`src/rtl/memory_pkg.sv`:
```
// Memory interface types shared by the core, the arbiter and the memory system.
// Also holds the arbiter's source-tag FIFO entry type and its flush-marking helper.
package memory_pkg;

  typedef struct packed {
    logic [31:0] addr;
    logic [31:0] wdata;
    logic [3:0]  be;
    logic        we;
  } mem_req_t;

  typedef struct packed {
    logic [31:0] rdata;
    logic        err;
  } mem_ans_t;

  localparam int unsigned MEM_REQ_W = $bits(mem_req_t);
  localparam int unsigned MEM_ANS_W = $bits(mem_ans_t);

  typedef enum logic {
    MEM_SRC_FETCH = 1'b0,
    MEM_SRC_LSU   = 1'b1
  } mem_src_e;

  typedef struct packed {
    mem_src_e src;
    logic     discard;
  } mem_arb_entry_t;

  localparam int unsigned MEM_ARB_ENTRY_W = $bits(mem_arb_entry_t);

  // A flush turns every pending fetch answer into one that gets dropped.
  function automatic mem_arb_entry_t mark_flush(mem_arb_entry_t e, logic flush);
    mem_arb_entry_t r;
    r = e;
    if (flush && (e.src == MEM_SRC_FETCH)) r.discard = 1'b1;
    return r;
  endfunction

endpackage

```
`src/rtl/mem_arb_src_fifo.sv`:
```
// Circular FIFO of {source, discard} tags, one per request issued to memory.
// flush_fetch marks every stored fetch entry (and a fetch entry pushed that cycle) as discard.
module mem_arb_src_fifo
  import memory_pkg::*;
#(
  parameter int unsigned DEPTH = 4
) (
  input  logic                       clk_i,
  input  logic                       rst_i,
  input  logic                       push,
  input  logic [MEM_ARB_ENTRY_W-1:0] din,
  input  logic                       pop,
  input  logic                       flush_fetch,
  output logic [MEM_ARB_ENTRY_W-1:0] head,
  output logic                       full,
  output logic                       empty
);

  localparam int unsigned PTR_W = (DEPTH > 1) ? $clog2(DEPTH) : 1;

  mem_arb_entry_t     mem [DEPTH];
  logic [PTR_W-1:0]   wr_ptr;
  logic [PTR_W-1:0]   rd_ptr;
  logic [PTR_W:0]     count;
  logic               do_push;
  logic               do_pop;

  assign full    = (count == (PTR_W + 1)'(DEPTH));
  assign empty   = (count == '0);
  assign do_push = push && !full;
  assign do_pop  = pop && !empty;
  assign head    = mem[rd_ptr];

  always_ff @(posedge clk_i or posedge rst_i) begin
    if (rst_i) begin
      wr_ptr <= '0;
      rd_ptr <= '0;
      count  <= '0;
    end else begin
      if (do_push) wr_ptr <= wr_ptr + 1'b1;
      if (do_pop)  rd_ptr <= rd_ptr + 1'b1;
      unique case ({do_push, do_pop})
        2'b10:   count <= count + 1'b1;
        2'b01:   count <= count - 1'b1;
        default: count <= count;
      endcase
    end
  end

  // Storage needs no reset: count/pointers define which slots are live.
  always_ff @(posedge clk_i) begin
    for (int i = 0; i < DEPTH; i++) begin
      mem[i] <= mark_flush(mem[i], flush_fetch);
    end
    if (do_push) mem[wr_ptr] <= mark_flush(mem_arb_entry_t'(din), flush_fetch);
  end

endmodule

```
`src/rtl/mem_arbiter.sv`:
```
// Shares one in-order memory port between instruction fetch and the LSU.
// LSU has priority; fetch wins after STARVE_LIMIT denied cycles. Answers follow the tag FIFO.
module mem_arbiter
  import memory_pkg::*;
#(
  parameter int unsigned MAX_OUTSTANDING = 4,
  parameter int unsigned STARVE_LIMIT    = 8
) (
  input  logic                 clk_i,
  input  logic                 rst_i,
  input  logic                 flush_i,
  input  logic                 fetch_valid_i,
  output logic                 fetch_ready_o,
  input  logic [MEM_REQ_W-1:0] fetch_req_i,
  output logic                 fetch_valid_o,
  input  logic                 fetch_ready_i,
  output logic [MEM_ANS_W-1:0] fetch_ans_o,
  input  logic                 lsu_valid_i,
  output logic                 lsu_ready_o,
  input  logic [MEM_REQ_W-1:0] lsu_req_i,
  output logic                 lsu_valid_o,
  input  logic                 lsu_ready_i,
  output logic [MEM_ANS_W-1:0] lsu_ans_o,
  output logic                 mem_valid_o,
  input  logic                 mem_ready_i,
  output logic [MEM_REQ_W-1:0] mem_req_o,
  input  logic                 mem_valid_i,
  output logic                 mem_ready_o,
  input  logic [MEM_ANS_W-1:0] mem_ans_i
);

  localparam int unsigned CNT_W = $clog2(STARVE_LIMIT + 1);
  localparam logic [CNT_W-1:0] STARVE_MAX = CNT_W'(STARVE_LIMIT);

  logic [CNT_W-1:0] starve_q;
  logic             lock_q;
  mem_src_e         lock_src_q;
  mem_src_e         grant;
  logic             grant_valid;
  logic             fetch_elig;
  logic             handshake;
  logic             fifo_full;
  logic             fifo_empty;
  logic             pop;
  mem_arb_entry_t   push_entry;
  mem_arb_entry_t   head_entry;

  assign fetch_elig = fetch_valid_i && !flush_i;

  // Arbitration; a locked grant is held until its handshake regardless of flush.
  always_comb begin
    grant       = MEM_SRC_LSU;
    grant_valid = 1'b0;
    if (lock_q) begin
      grant       = lock_src_q;
      grant_valid = 1'b1;
    end else if (lsu_valid_i && !(fetch_elig && (starve_q == STARVE_MAX))) begin
      grant       = MEM_SRC_LSU;
      grant_valid = 1'b1;
    end else if (fetch_elig) begin
      grant       = MEM_SRC_FETCH;
      grant_valid = 1'b1;
    end
  end

  assign mem_valid_o   = grant_valid && !fifo_full && !rst_i;
  assign mem_req_o     = (grant == MEM_SRC_FETCH) ? fetch_req_i : lsu_req_i;
  assign handshake     = mem_valid_o && mem_ready_i;
  assign fetch_ready_o = handshake && (grant == MEM_SRC_FETCH);
  assign lsu_ready_o   = handshake && (grant == MEM_SRC_LSU);

  assign push_entry.src     = grant;
  assign push_entry.discard = (grant == MEM_SRC_FETCH) && flush_i;

  always_ff @(posedge clk_i or posedge rst_i) begin
    if (rst_i) begin
      lock_q     <= 1'b0;
      lock_src_q <= MEM_SRC_LSU;
      starve_q   <= '0;
    end else begin
      if (lock_q) begin
        if (handshake) lock_q <= 1'b0;
      end else if (mem_valid_o && !mem_ready_i) begin
        lock_q     <= 1'b1;
        lock_src_q <= grant;
      end
      if (fetch_valid_i && !fetch_ready_o) begin
        starve_q <= (starve_q == STARVE_MAX) ? STARVE_MAX : starve_q + 1'b1;
      end else begin
        starve_q <= '0;
      end
    end
  end

  mem_arb_src_fifo #(
    .DEPTH(MAX_OUTSTANDING)
  ) u_fifo (
    .clk_i      (clk_i),
    .rst_i      (rst_i),
    .push       (handshake),
    .din        (push_entry),
    .pop        (pop),
    .flush_fetch(flush_i),
    .head       (head_entry),
    .full       (fifo_full),
    .empty      (fifo_empty)
  );

  // Answer demux from the oldest outstanding tag; discarded fetch answers are swallowed.
  always_comb begin
    fetch_valid_o = 1'b0;
    lsu_valid_o   = 1'b0;
    mem_ready_o   = 1'b0;
    if (!fifo_empty) begin
      if (head_entry.src == MEM_SRC_LSU) begin
        lsu_valid_o = mem_valid_i;
        mem_ready_o = lsu_ready_i;
      end else if (head_entry.discard) begin
        mem_ready_o = 1'b1;
      end else begin
        fetch_valid_o = mem_valid_i;
        mem_ready_o   = fetch_ready_i;
      end
    end
  end

  assign pop         = mem_valid_i && mem_ready_o;
  assign fetch_ans_o = mem_ans_i;
  assign lsu_ans_o   = mem_ans_i;

endmodule

```
`config.mk`:
```
export PLATFORM = sky130hd
export DESIGN_NAME = mem_arbiter
export DESIGN_NICKNAME = d
export VERILOG_FILES = /design/src/rtl/memory_pkg.sv /design/src/rtl/mem_arb_src_fifo.sv /design/src/rtl/mem_arbiter.sv
export SDC_FILE = /design/constraint.sdc
export NUM_CORES = 1
export LEC_CHECK = 0
export ABC_AREA = 1
export CORE_AREA = 4 4 122 124
export CTS_BUF_LIST = sky130_fd_sc_hd__clkbuf_4
export CTS_CLUSTER_DIAMETER = 120
export DETAILED_ROUTE_END_ITERATION = 8
export DIE_AREA = 0 0 126 128
export RECOVER_POWER = 100
export SETUP_SLACK_MARGIN = 0.02
export SYNTH_ARGS = -nofsm -noshare
export SYNTH_HDL_FRONTEND = slang
export SYNTH_HIERARCHICAL = 1
export SYNTH_SLANG_ARGS = --single-unit
```
`constraint.sdc`:
```
create_clock -name clk_i -period 2.55 [get_ports clk_i]
set_input_delay 0.51 -clock clk_i [delete_from_list [all_inputs] [get_ports clk_i]]
set_output_delay 0.51 -clock clk_i [all_outputs]
set_load 0.02 [all_outputs]
```
==> After elaboration in Yosys (flattened, before gate mapping) <==
Memories as Yosys holds them, arrays and structs flattened.
Cells that the tools add are included.
{ "word_totals": {"mem_bits_rw": 8, "elab_cells": 79, "output_inout_bits": 141, "reg_bits": 13, "mem_count": 1, "input_bits": 180} }
{ "memory_table": {"columns": ["memory", "words", "width", "read_ports", "rd_ports_with_merged_regs", "wr", "line_no", "source"], "rows": [
  ["u_fifo.mem", 4, 2, 5, 0, 5, "mem_arb_src_fifo.sv:21", "mem_arb_entry_t mem [DEPTH];"]
]} }
{ "op_classes": {"n_bitwise": 6, "eq_ne": 4, "n_addsub": 5, "mux": 29, "n_reduce_logical": 28} }
{ "op_table": {"columns": ["op", "count"], "rows": [
  ["2-to-1 mux 69 bit", 1],
  ["2-to-1 mux 1 bit", 25],
  ["logical AND 1 bit", 18],
  ["2-to-1 mux 4 bit", 2],
  ["logical NOT 1 bit", 7],
  ["inverter 1 bit", 6],
  ["one-hot mux 3 bit (2 select lines)", 1],
  ["adder 2 x 1 -> 2 bit (second input constant)", 2],
  ["adder 4 x 1 -> 4 bit (second input constant)", 1],
  ["== test 4 bit (second input constant)", 1],
  ["adder 3 x 1 -> 3 bit (second input constant)", 1],
  ["== test 3 bit (second input constant)", 1],
  ["logical NOT 3 bit", 1],
  ["subtractor 3 x 1 -> 3 bit (second input constant)", 1],
  ["== test 2 x 1 -> 1 bit (second input constant)", 1],
  ["== test 2 bit (second input constant)", 1],
  ["AND reduction 2 bit", 1],
  ["nonzero test 2 bit", 1]
]} }

==> Logic depth before layout (Yosys ltp) <==
Gate-level depths: netlist of run 1.
{ "depth": {"ltp_word": 14, "mapped_depth": 17, "mapped_depth_nobuf": 17} }

==> By module <==
Netlist of run 1, hierarchy kept.
{ "by_module_without_submodules": {"columns": ["mod", "seq_area_each_um2", "area_each_um2", "instances", "cells_each"], "rows": [
  ["mem_arbiter", 151.4, 1815.5, 1, 348],
  ["mem_arb_src_fifo", 375.4, 852.1, 1, 104]
]} }

==> Worst setup path before layout of run 1 <==
OpenSTA, ideal clock, no wires.
{ "synth_path": {"kind": "register to register", "startpoint": "reg u_fifo.rd_ptr[0]", "endpoint": "reg u_fifo.count[2]", "synth_period_minus_slack_ps": 2545, "stages_incl_launch_ff": 17, "t_arrival_ps": 2428, "required_time_ps": 2433, "setup_slack_ps": 5, "n_path_buf": 0, "setup_time_ps": 117, "path_cell_list": "dfrtp_1 > inv_1 > o21ai_0 > o22ai_1 > inv_1 > o21ai_0 > a21oi_1 > and2_1 > nand2_1 > inv_1 > ha_1 > inv_1 > fa_1 > nand2_1 > nand3_1 > nand2_1 > nand2_1"} }
{ "synth_lines": {"columns": ["element", "line_no", "source"], "rows": [
  ["start, declared", "mem_arb_src_fifo.sv:23", "logic [PTR_W-1:0] rd_ptr;"],
  ["start signal, assigned", "mem_arb_src_fifo.sv:41", "if (do_pop) rd_ptr <= rd_ptr + 1'b1;"],
  ["end signal, assigned", "mem_arb_src_fifo.sv:43", "2'b10: count <= count + 1'b1;"],
  ["end signal, assigned", "mem_arb_src_fifo.sv:44", "2'b01: count <= count - 1'b1;"],
  ["end signal, assigned", "mem_arb_src_fifo.sv:45", "default: count <= count;"],
  ["end, declared", "mem_arb_src_fifo.sv:24", "logic [PTR_W:0] count;"]
]} }

==> Final worst setup path of run 1 <==
{ "layout_path": {"startpoint": "in flush_i", "endpoint": "out mem_req_o[36]"} }
{ "layout_via": {"elab_chain_len": 8, "elab_cells_between_ends": 9, "classes_between": "mux: 4; reduce/logical: 5"} }
{ "layout_lines": {"columns": ["element", "line_no", "source"], "rows": [
  ["start, declared", "mem_arbiter.sv:11", "input logic flush_i,"],
  ["logical NOT 1 bit *", "mem_arbiter.sv:48", "assign fetch_elig = fetch_valid_i && !flush_i;"],
  ["logical AND 1 bit *", "mem_arbiter.sv:48", null],
  ["logical AND 1 bit", "mem_arbiter.sv:57", "end else if (lsu_valid_i && !(fetch_elig && (starve_q == STARVE_MAX))) begin"],
  ["logical NOT 1 bit", "mem_arbiter.sv:57", null],
  ["logical AND 1 bit", "mem_arbiter.sv:57", null],
  ["2-to-1 mux 1 bit *", "mem_arbiter.sv:57", null],
  ["2-to-1 mux 1 bit *", "mem_arbiter.sv:54", "if (lock_q) begin"],
  ["2-to-1 mux 69 bit *", "mem_arbiter.sv:67", "assign mem_req_o = (grant == MEM_SRC_FETCH) ? fetch_req_i : lsu_req_i;"],
  ["end, declared", "mem_arbiter.sv:26", "output logic [MEM_REQ_W-1:0] mem_req_o,"]
]} }
Every way passes the cells marked *; elsewhere a longest branch is shown, timed or not.

==> results_tabular.tex, run 1 <==
\begin{tabular}{lr}
\hline
Metric & Value \\
\hline
\multicolumn{2}{l}{\textbf{GRT}} \\
Gr ovfl total & 0 \\
Global-route wire length before repair & 17700 um \\
Via count of the first global-routing pass & 3126 \\
Number of antenna violations at the first check in global routing & 0 \\
Maximum number of pins on one net before global-route repair & 23 \\
Total Routing Usage GR & between 10 and 15\% \\
\multicolumn{2}{l}{\textbf{Setup path}} \\
Critical Setup Path Class & input pin to output port \\
Largest stage delay on the critical path & 0.31 ns \\
Maximum fanout along the worst path & 11 \\
Standard cell with the maximum stage delay on the critical path & bufbuf\_16 \\
Worst Path Arrival & 1.91 ns \\
Kind of end point of the critical path & output port \\
Cell mode on critical path & nand2\_1 \\
Flop2flop setup slack & about 0.24 ns \\
Required time worst endpoint & 2.04 ns \\
Buffers plus inverters on the worst setup path & 4 \\
Cell type group with the largest total delay on the critical path & buffers and inverters \\
Startpoint class of the critical path & input pin \\
Cells traversed along the worst timing path & dlygate4sd2\_1, inv\_2, nand2\_2, nor2\_2, nand2\_4, nand2\_8, bufbuf\_16, nand2\_1, nand2\_1, buf\_4 \\
\multicolumn{2}{l}{\textbf{Die}} \\
Initial standard-cell utilization of the core & 19.4\% \\
Number of I/O pins & 321 \\
CORE AREA & approximately 0.014 mm2 \\
Total number of placement rows & 43 \\
Chip Height & 128 um \\
Die Outline Area & 0.0161 mm2 \\
DIE WIDTH & 126 um \\
\multicolumn{2}{l}{\textbf{Logic synthesis}} \\
Synthesized cell area & 0.00267 mm2 \\
Number of unique standard cell types used by synthesis & 31 \\
Synthesized netlist net count & 640 \\
Async SR Flop Fraction & approximately 62\% \\
Fraction of synthesized cell area taken by the top area cell type & 34.6\% \\
Synthesized netlist cell count & 452 \\
Ys Warns & 6 \\
Seq/Total Area, Yosys & 19.7\% \\
Cell type with the largest total area after synthesis & nand2\_1 \\
Top post-synthesis cells by area & nand2\_1 35\%, buf\_4 19\%, dfrtp\_1 11\% \\
Leading register cell type out of synthesis & dfrtp\_1 \\
Flops \& latches, synth & 21 \\
Syn avg cell area & 5.90 um2 \\
Most used standard cells in the synthesized netlist & 246 x nand2\_1, 66 x buf\_4, 36 x inv\_1 \\
EDFF count, synth & 4 \\
Most common cell in the synthesized netlist & nand2\_1 \\
\multicolumn{2}{l}{\textbf{Power}} \\
Fraction of power consumed by the clock network & 5.3\% \\
Switching Power & 1440 uW \\
P per Cell Area & just over 600 mW/mm2 \\
Switching part of the total & 47.7\% \\
Combinational share of power & 76.6\% \\
Sequential share of power & 18.1\% \\
Leakage & 0.00251 uW \\
Max rail drop VDD & about 200 uV \\
Cell-internal power & 1570 uW \\
\multicolumn{2}{l}{\textbf{Clock network}} \\
Number of H-tree branching levels & 1 \\
Clock Path Buffers & 2 \\
Post-CTS clock slew at the launch and capture registers of the worst setup and hold paths & 0.11 ns \\
Skew-Pair Late Insertion Delay & 0.30 ns \\
Cell chosen for the clock root & clkbuf\_4 \\
Clock buffer count from CTS & 3 \\
TritonCTS clock tree & yes \\
Count of clock tree sinks & 21 \\
\multicolumn{2}{l}{\textbf{STA}} \\
Actual transition at the worst max-transition pin & 0.308 ns \\
Unrepaired setup endpoints after global routing & true \\
Relative slew margins & 79.6\% \\
Setup tns final & 0 ns \\
Worst setup skew after layout & 0.00661 ns \\
Min cycle time layout & 2.42 ns \\
Maximum operating frequency & roughly 0.41 GHz \\
Slew Limit Fails & 0 \\
Tcrit/Tclk final & 95.0\% \\
Final hold vios & 0 \\
Number of failing setup endpoints in the final timing report & 0 \\
\multicolumn{2}{l}{\textbf{Placed design}} \\
Global placement routability congestion & 0.804 \\
HPWL Detailed & 10200 um \\
Cells after DPL & 794 \\
Number of input and output port buffers inserted & around 220 \\
\multicolumn{2}{l}{\textbf{Drt}} \\
Number of vias after detailed routing & 3143 \\
Total wire length & 12200 um \\
Detailed-route wire length per cell & 15.0 um \\
Average via count per standard cell & 3.88 \\
Count of TritonRoute iterations in the first routing pass & 4 \\
Number of nets with antenna violations after routing & 0 \\
Number of design rule violations left after detail routing & 0 \\
Count of routing violations after the opening detailed-route iteration & 125 \\
\multicolumn{2}{l}{\textbf{Job}} \\
Max-capacitance violation count & 0 \\
\multicolumn{2}{l}{\textbf{Finish}} \\
Sequential standard cell area & 529 um2 \\
FILL cells & 1534 \\
Area overhead of the layout relative to synthesis & 81.8\% \\
Post-layout nets & 820 \\
Non-filler instance count after layout & 811 \\
Core occupancy in the finished layout & about a third \\
N\_diodes & 0 \\
Fraction of layout instances using a drive strength above 1 & 22.0\% \\
Area occupied by multi-input gates & 0.00144 mm2 \\
\multicolumn{2}{l}{\textbf{Hold path}} \\
Worst min-delay path class & register to register \\
\multicolumn{2}{l}{\textbf{Run status}} \\
Run status & finished, final reports clean \\
\hline
\end{tabular}
-- registers in the layout, summed over array words and instances, names as in the netlist, named ones only --
name	cells
u_fifo/wr_ptr	2
lock_src_q	1
u_fifo/mem	8
starve_q	4
u_fifo/rd_ptr	2
u_fifo/count	3
-- final timing paths --
kind                                  start                          to  depth (start not counted)
hold / removal              u_fifo/count[2]             u_fifo/count[2]                          2
setup reg to reg           u_fifo/rd_ptr[0]             u_fifo/count[2]                         15
setup / recovery                    flush_i               mem_req_o[36]                         10
min in group asynchronous             rst_i  asynchronous set/reset pin                          3
hold reg to reg             u_fifo/count[2]             u_fifo/count[2]                          2
max in group asynchronous             rst_i                  lock_src_q                          3
-- placed cells by master, fill, tap and decap left out, types with 10 or more instances in the layout --
master	instances
dfrtp_1	10
nand2_1	238
buf_2	35
buf_4	26
inv_1	31
clkdlybuf4s15_2	16
clkdlybuf4s50_1	143
nor2_1	11
-- kinds of logic (layout without fill, tap and decap cells) --
group                    count (synthesis)  after routing  share of synthesized area, %
AND/OR/NAND/NOR                        284            284                          43.0
adder cells (fa/ha/maj)                  8              8                          4.03
buffers and inverters                  120            299                          28.9
XOR/XNOR                                 3              3                         0.985
AO/OA/AOI/OAI                           16             16                          3.33
flip-flops                              21             21                          19.7
-- layer usage --
metal | share of wire [%] | wire length (um) | up-vias | GRT usage (%)
met1 | 38 | 4650 | 1316 | 15.5
li1 | - | - | 1654 | -
met5 | 0 | 0 | - | 0
met2 | 51 | 6170 | 163 | 25.4
met4 | 0.92 | 112 | 0 | 2.65
met3 | 10 | 1240 | 10 | 5.46
-- worst register-to-register path, delay by kind of cell, from the launching register on --
family	cells	cell delay (ns)
compound gates	2	0.33
simple gates	8	0.65
buf+inv	3	0.25
flops	1	0.47
fa+ha+maj	2	0.54
-- power by group through the flow --
stage	sequential, uW	clock, uW	combinational [uW]
3_5_place_dp	547	0	2270
2_1_floorplan	528	0	1350
5_1_grt	559	184	2540
6_report	544	160	2310
4_1_cts	542	166	2280
3_3_place_gp	543	0	2250
-- area by class of cell --
| cell class | count | area share (%) |
|---|---|---|
| multi-input cells | 311 | 29.7 |
| well taps | 180 | 4.64 |
| flip-flops and latches | 21 | 10.9 |
| repair buffers | 257 | 51.0 |
| inverters | 38 | 3.20 |
| clock inverters | 1 | 0.103 |
| clock buffers | 3 | 0.464 |
-- through the flow --
stage	worst slack [ns]	total power, uW	hold slack, ns	instance area, um2
floorplan	0.116	1870	0.300	2670
global placement	-0.459	2790	0.497	4720
detailed placement	-0.480	2810	0.502	4720
CTS	0.0167	2980	0.529	4780
global route	-0.00908	3280	0.539	4850
finish	0.128	3010	0.528	4850
-- what timing repair did --
item,in CTS,in global routing
gates resized for setup,246,35
hold buffers,0,0
setup buffers,5,4
gates cloned,3,1
pin swaps,3,8
endpoints found under the setup margin,75,65
(Power assumes the default switching activity.)
==> run 2: changes to the inputs <==
- CTS_CLUSTER_DIAMETER: 120 -> not set
- SETUP_SLACK_MARGIN: 0.02 -> not set
==> run 2 against run 1 <==
Net effect: cell area is 3.3% higher; highest routed layer is now met5; sequential power is 1% lower; power grew 2.3%; hold slack got worse by 0.0031 ns; clock skew grew 0.00052 ns; global-route usage shrank 1.3 points; first-iteration DRC count is 24% lower; critical path type is now register to output port.
==> results_tabular.tex, run 2 (synthesized netlist as in run 1, its figures left out) <==
\begin{tabular}{lr}
\hline
Metric & Value \\
\hline
\multicolumn{2}{l}{\textbf{Run status}} \\
Run status & finished, final reports clean (unchanged) \\
\multicolumn{2}{l}{\textbf{Power}} \\
P per Cell Area & 615 mW/mm2 (was 620 mW/mm2) \\
Switching Power & 1470 uW (was 1440 uW) \\
Combinational share of power & 77.5\% (was 76.6\%) \\
Sequential share of power & 17.4\% (was 18.1\%) \\
Max rail drop VDD & 207 uV (was 196 uV) \\
Switching part of the total & 47.8\% (was 47.7\%) \\
Cell-internal power & 1610 uW (was 1570 uW) \\
Fraction of power consumed by the clock network & 5.1\% (was 5.3\%) \\
Leakage & 0.00256 uW (was 0.00251 uW) \\
\multicolumn{2}{l}{\textbf{Finish}} \\
Non-filler instance count after layout & 812 (was 811) \\
Number of flip-flops under the largest register name & 8 (unchanged) \\
Post-layout nets & 821 (was 820) \\
Area overhead of the layout relative to synthesis & 87.9\% (was 81.8\%) \\
Summed area of non-filler cells in the final layout & 0.00501 mm2 (was 0.00485 mm2) \\
Fraction of layout instances using a drive strength above 1 & 27.4\% (was 22.0\%) \\
N\_diodes & 0 (unchanged) \\
Commonest non-fill, non-tap cell in the layout & nand2\_1 (unchanged) \\
Commonest non-fill, non-tap cells in the layout & 205 x nand2\_1, 143 x clkdlybuf4s50\_1, 33 x inv\_1 (was 238 x nand2\_1, 143 x clkdlybuf4s50\_1, 35 x buf\_2) \\
Core occupancy in the finished layout & 36.4\% (was 35.2\%) \\
Largest register by flop count & u\_fifo/mem (unchanged) \\
Registers with the most flip-flops & u\_fifo/mem (8), starve\_q (4), u\_fifo/count (3) (unchanged) \\
\multicolumn{2}{l}{\textbf{Placed design}} \\
Number of input and output port buffers inserted & 221 (unchanged) \\
Cells after DPL & 789 (was 794) \\
Global placement routability congestion & 0.778 (was 0.804) \\
HPWL Detailed & 9750 um (was 10200 um) \\
Placement-stage cell area & 0.00468 mm2 (was 0.00472 mm2) \\
\multicolumn{2}{l}{\textbf{Clock network}} \\
Clock Path Buffers & 2 (unchanged) \\
Post-CTS clock slew at the launch and capture registers of the worst setup and hold paths & 0.12 ns (was 0.11 ns) \\
Skew-Pair Late Insertion Delay & 0.30 ns (about the same) \\
Clock buffer count from CTS & 3 (unchanged) \\
CTS Hold Bufs & 0 (unchanged) \\
Count of clock tree sinks & 21 (unchanged) \\
TritonCTS clock tree & yes (unchanged) \\
Cell chosen for the clock root & clkbuf\_4 (unchanged) \\
Number of H-tree branching levels & 1 (unchanged) \\
\multicolumn{2}{l}{\textbf{Setup path}} \\
Startpoint class of the critical path & register (was input pin) \\
Launch instance of the worst register-to-register path & u\_fifo/rd\_ptr[0] (unchanged) \\
Maximum fanout along the worst path & 8 (was 11) \\
Largest stage delay on the critical path & 0.39 ns (was 0.31 ns) \\
Critical Setup Path Class & register to output port (was input pin to output port) \\
Crit path from & starve\_q[0] (was flush\_i) \\
Kind of end point of the critical path & output port (unchanged) \\
Cells traversed along the worst timing path & inv\_1, ha\_2, nand3\_2, nand2\_2, nand2\_4, nand2\_8, clkinv\_8, buf\_12, clkbuf\_16, nand2\_4, nand2\_2, buf\_6 (was dlygate4sd2\_1, inv\_2, nand2\_2, nor2\_2, nand2\_4, nand2\_8, bufbuf\_16, nand2\_1, nand2\_1, buf\_4) \\
Flop2flop setup slack & 0.18 ns (was 0.24 ns) \\
Worst Path Arrival & 1.96 ns (was 1.91 ns) \\
Standard cell with the maximum stage delay on the critical path & dfrtp\_1 (was bufbuf\_16) \\
Buffers plus inverters on the worst setup path & 5 (was 4) \\
Cell type group with the largest total delay on the critical path & buffers and inverters (unchanged) \\
Required time worst endpoint & 2.04 ns (about the same) \\
\multicolumn{2}{l}{\textbf{STA}} \\
Final hold vios & 0 (unchanged) \\
Maximum operating frequency & 0.405 GHz (was 0.413 GHz) \\
Worst setup skew after layout & 0.00714 ns (was 0.00661 ns) \\
Number of failing setup endpoints in the final timing report & 0 (unchanged) \\
Unrepaired setup endpoints after global routing & true (unchanged) \\
Actual transition at the worst max-transition pin & 0.299 ns (was 0.308 ns) \\
Worst hold margin & 0.525 ns (was 0.528 ns) \\
Min cycle time layout & 2.47 ns (was 2.42 ns) \\
Tcrit/Tclk final & 96.9\% (was 95.0\%) \\
Setup tns final & 0 ns (unchanged) \\
Slew Limit Fails & 0 (unchanged) \\
Relative slew margins & 80.0\% (was 79.6\%) \\
\multicolumn{2}{l}{\textbf{GRT}} \\
Maximum number of pins on one net before global-route repair & 35 (was 23) \\
Via count of the first global-routing pass & 3024 (was 3126) \\
Number of antenna violations at the first check in global routing & 1 (was 0) \\
Total Routing Usage GR & 12.7\% (was 13.9\%) \\
Global-route wire length before repair & 16300 um (was 17700 um) \\
Gr ovfl total & 0 (unchanged) \\
\multicolumn{2}{l}{\textbf{Die}} \\
Chip Height & 128 um (unchanged) \\
DIE WIDTH & 126 um (unchanged) \\
Number of I/O pins & 321 (unchanged) \\
Total number of placement rows & 43 (unchanged) \\
Initial standard-cell utilization of the core & 19.4\% (unchanged) \\
CORE AREA & 0.0138 mm2 (unchanged) \\
Die Outline Area & 0.0161 mm2 (unchanged) \\
\multicolumn{2}{l}{\textbf{Drt}} \\
Average via count per standard cell & 3.90 (was 3.88) \\
Detailed-route wire length per cell & 14.6 um (was 15.0 um) \\
Count of TritonRoute iterations in the first routing pass & 4 (unchanged) \\
Number of vias after detailed routing & 3167 (was 3143) \\
Number of nets with antenna violations after routing & 0 (unchanged) \\
Count of routing violations after the opening detailed-route iteration & 95 (was 125) \\
Number of design rule violations left after detail routing & 0 (unchanged) \\
Total wire length & 11800 um (was 12200 um) \\
\multicolumn{2}{l}{\textbf{Hold path}} \\
Worst min-delay path class & register to register (unchanged) \\
Startpoint of the worst hold path & u\_fifo/count[0] (was u\_fifo/count[2]) \\
\multicolumn{2}{l}{\textbf{Job}} \\
Max-capacitance violation count & 0 (unchanged) \\
\hline
\end{tabular}
## run 2: cell types whose count changed in the layout (fill, tap and decap cells not counted), sizes merged
cell           previous run  this run
clkbuf                   13        29
clkdlybuf4s15            16         5
inv                      38        37
dlygate4sd3               0         1
dlygate4sd2               8         7
clkinv                    1         2
buf                      78        76
bufbuf                    2         0
## run 2: power by group through the flow
stage | combinational [uW] | clock, uW | sequential (uW)
after floorplan | 1340 | 0 | 528
after global placement | 2200 | 0 | 544
after detailed placement | 2210 | 0 | 546
after CTS | 2130 | 168 | 539
after global routing | 2610 | 185 | 550
final | 2390 | 158 | 536
## run 2: path summary, 6_finish.rpt
path / to / cells after the start
worst max-delay path: mem_req_o[30] / 12
worst min-delay path: u_fifo/count[0] / 1
worst max register to register: u_fifo/count[2] / 16
worst min register to register: u_fifo/count[0] / 1
max in group asynchronous: u_fifo/rd_ptr[0] / 3
min in group asynchronous: starve_q[1] / 3
## run 2: layer usage
metal | track usage, % | vias up | share of wire, %
met3 | 5.13 | 16 | 9.8
met2 | 22.0 | 142 | 50
li1 | - | 1651 | -
met1 | 14.8 | 1356 | 39
met5 | 0 | - | 0.11
met4 | 2.65 | 2 | 1.0
## run 2: repair_timing
action | CTS | global route
pin swaps | 1 | 13
gates resized for setup | 165 | 172
setup buffers | 6 | 9
endpoints found under the setup margin | 72 | 65
cloned | 1 | 3
## run 2: through the flow
stage | power (uW) | worst slack, ns
final | 3080 | 0.0800
after global routing | 3350 | -0.0842
after CTS | 2830 | 0.000328
after detailed placement | 2750 | -0.492
after global placement | 2740 | -0.487
after floorplan | 1860 | 0.00532
## run 2: area by class of cell
type,instances,area (um2)
clock buffer,3,22.5
clock inverter,1,5.00
fill,1526,8760
inverter,38,155
multi-input combinational,311,1580
sequential,21,528
tap,180,225
timing repair buffer,258,2500
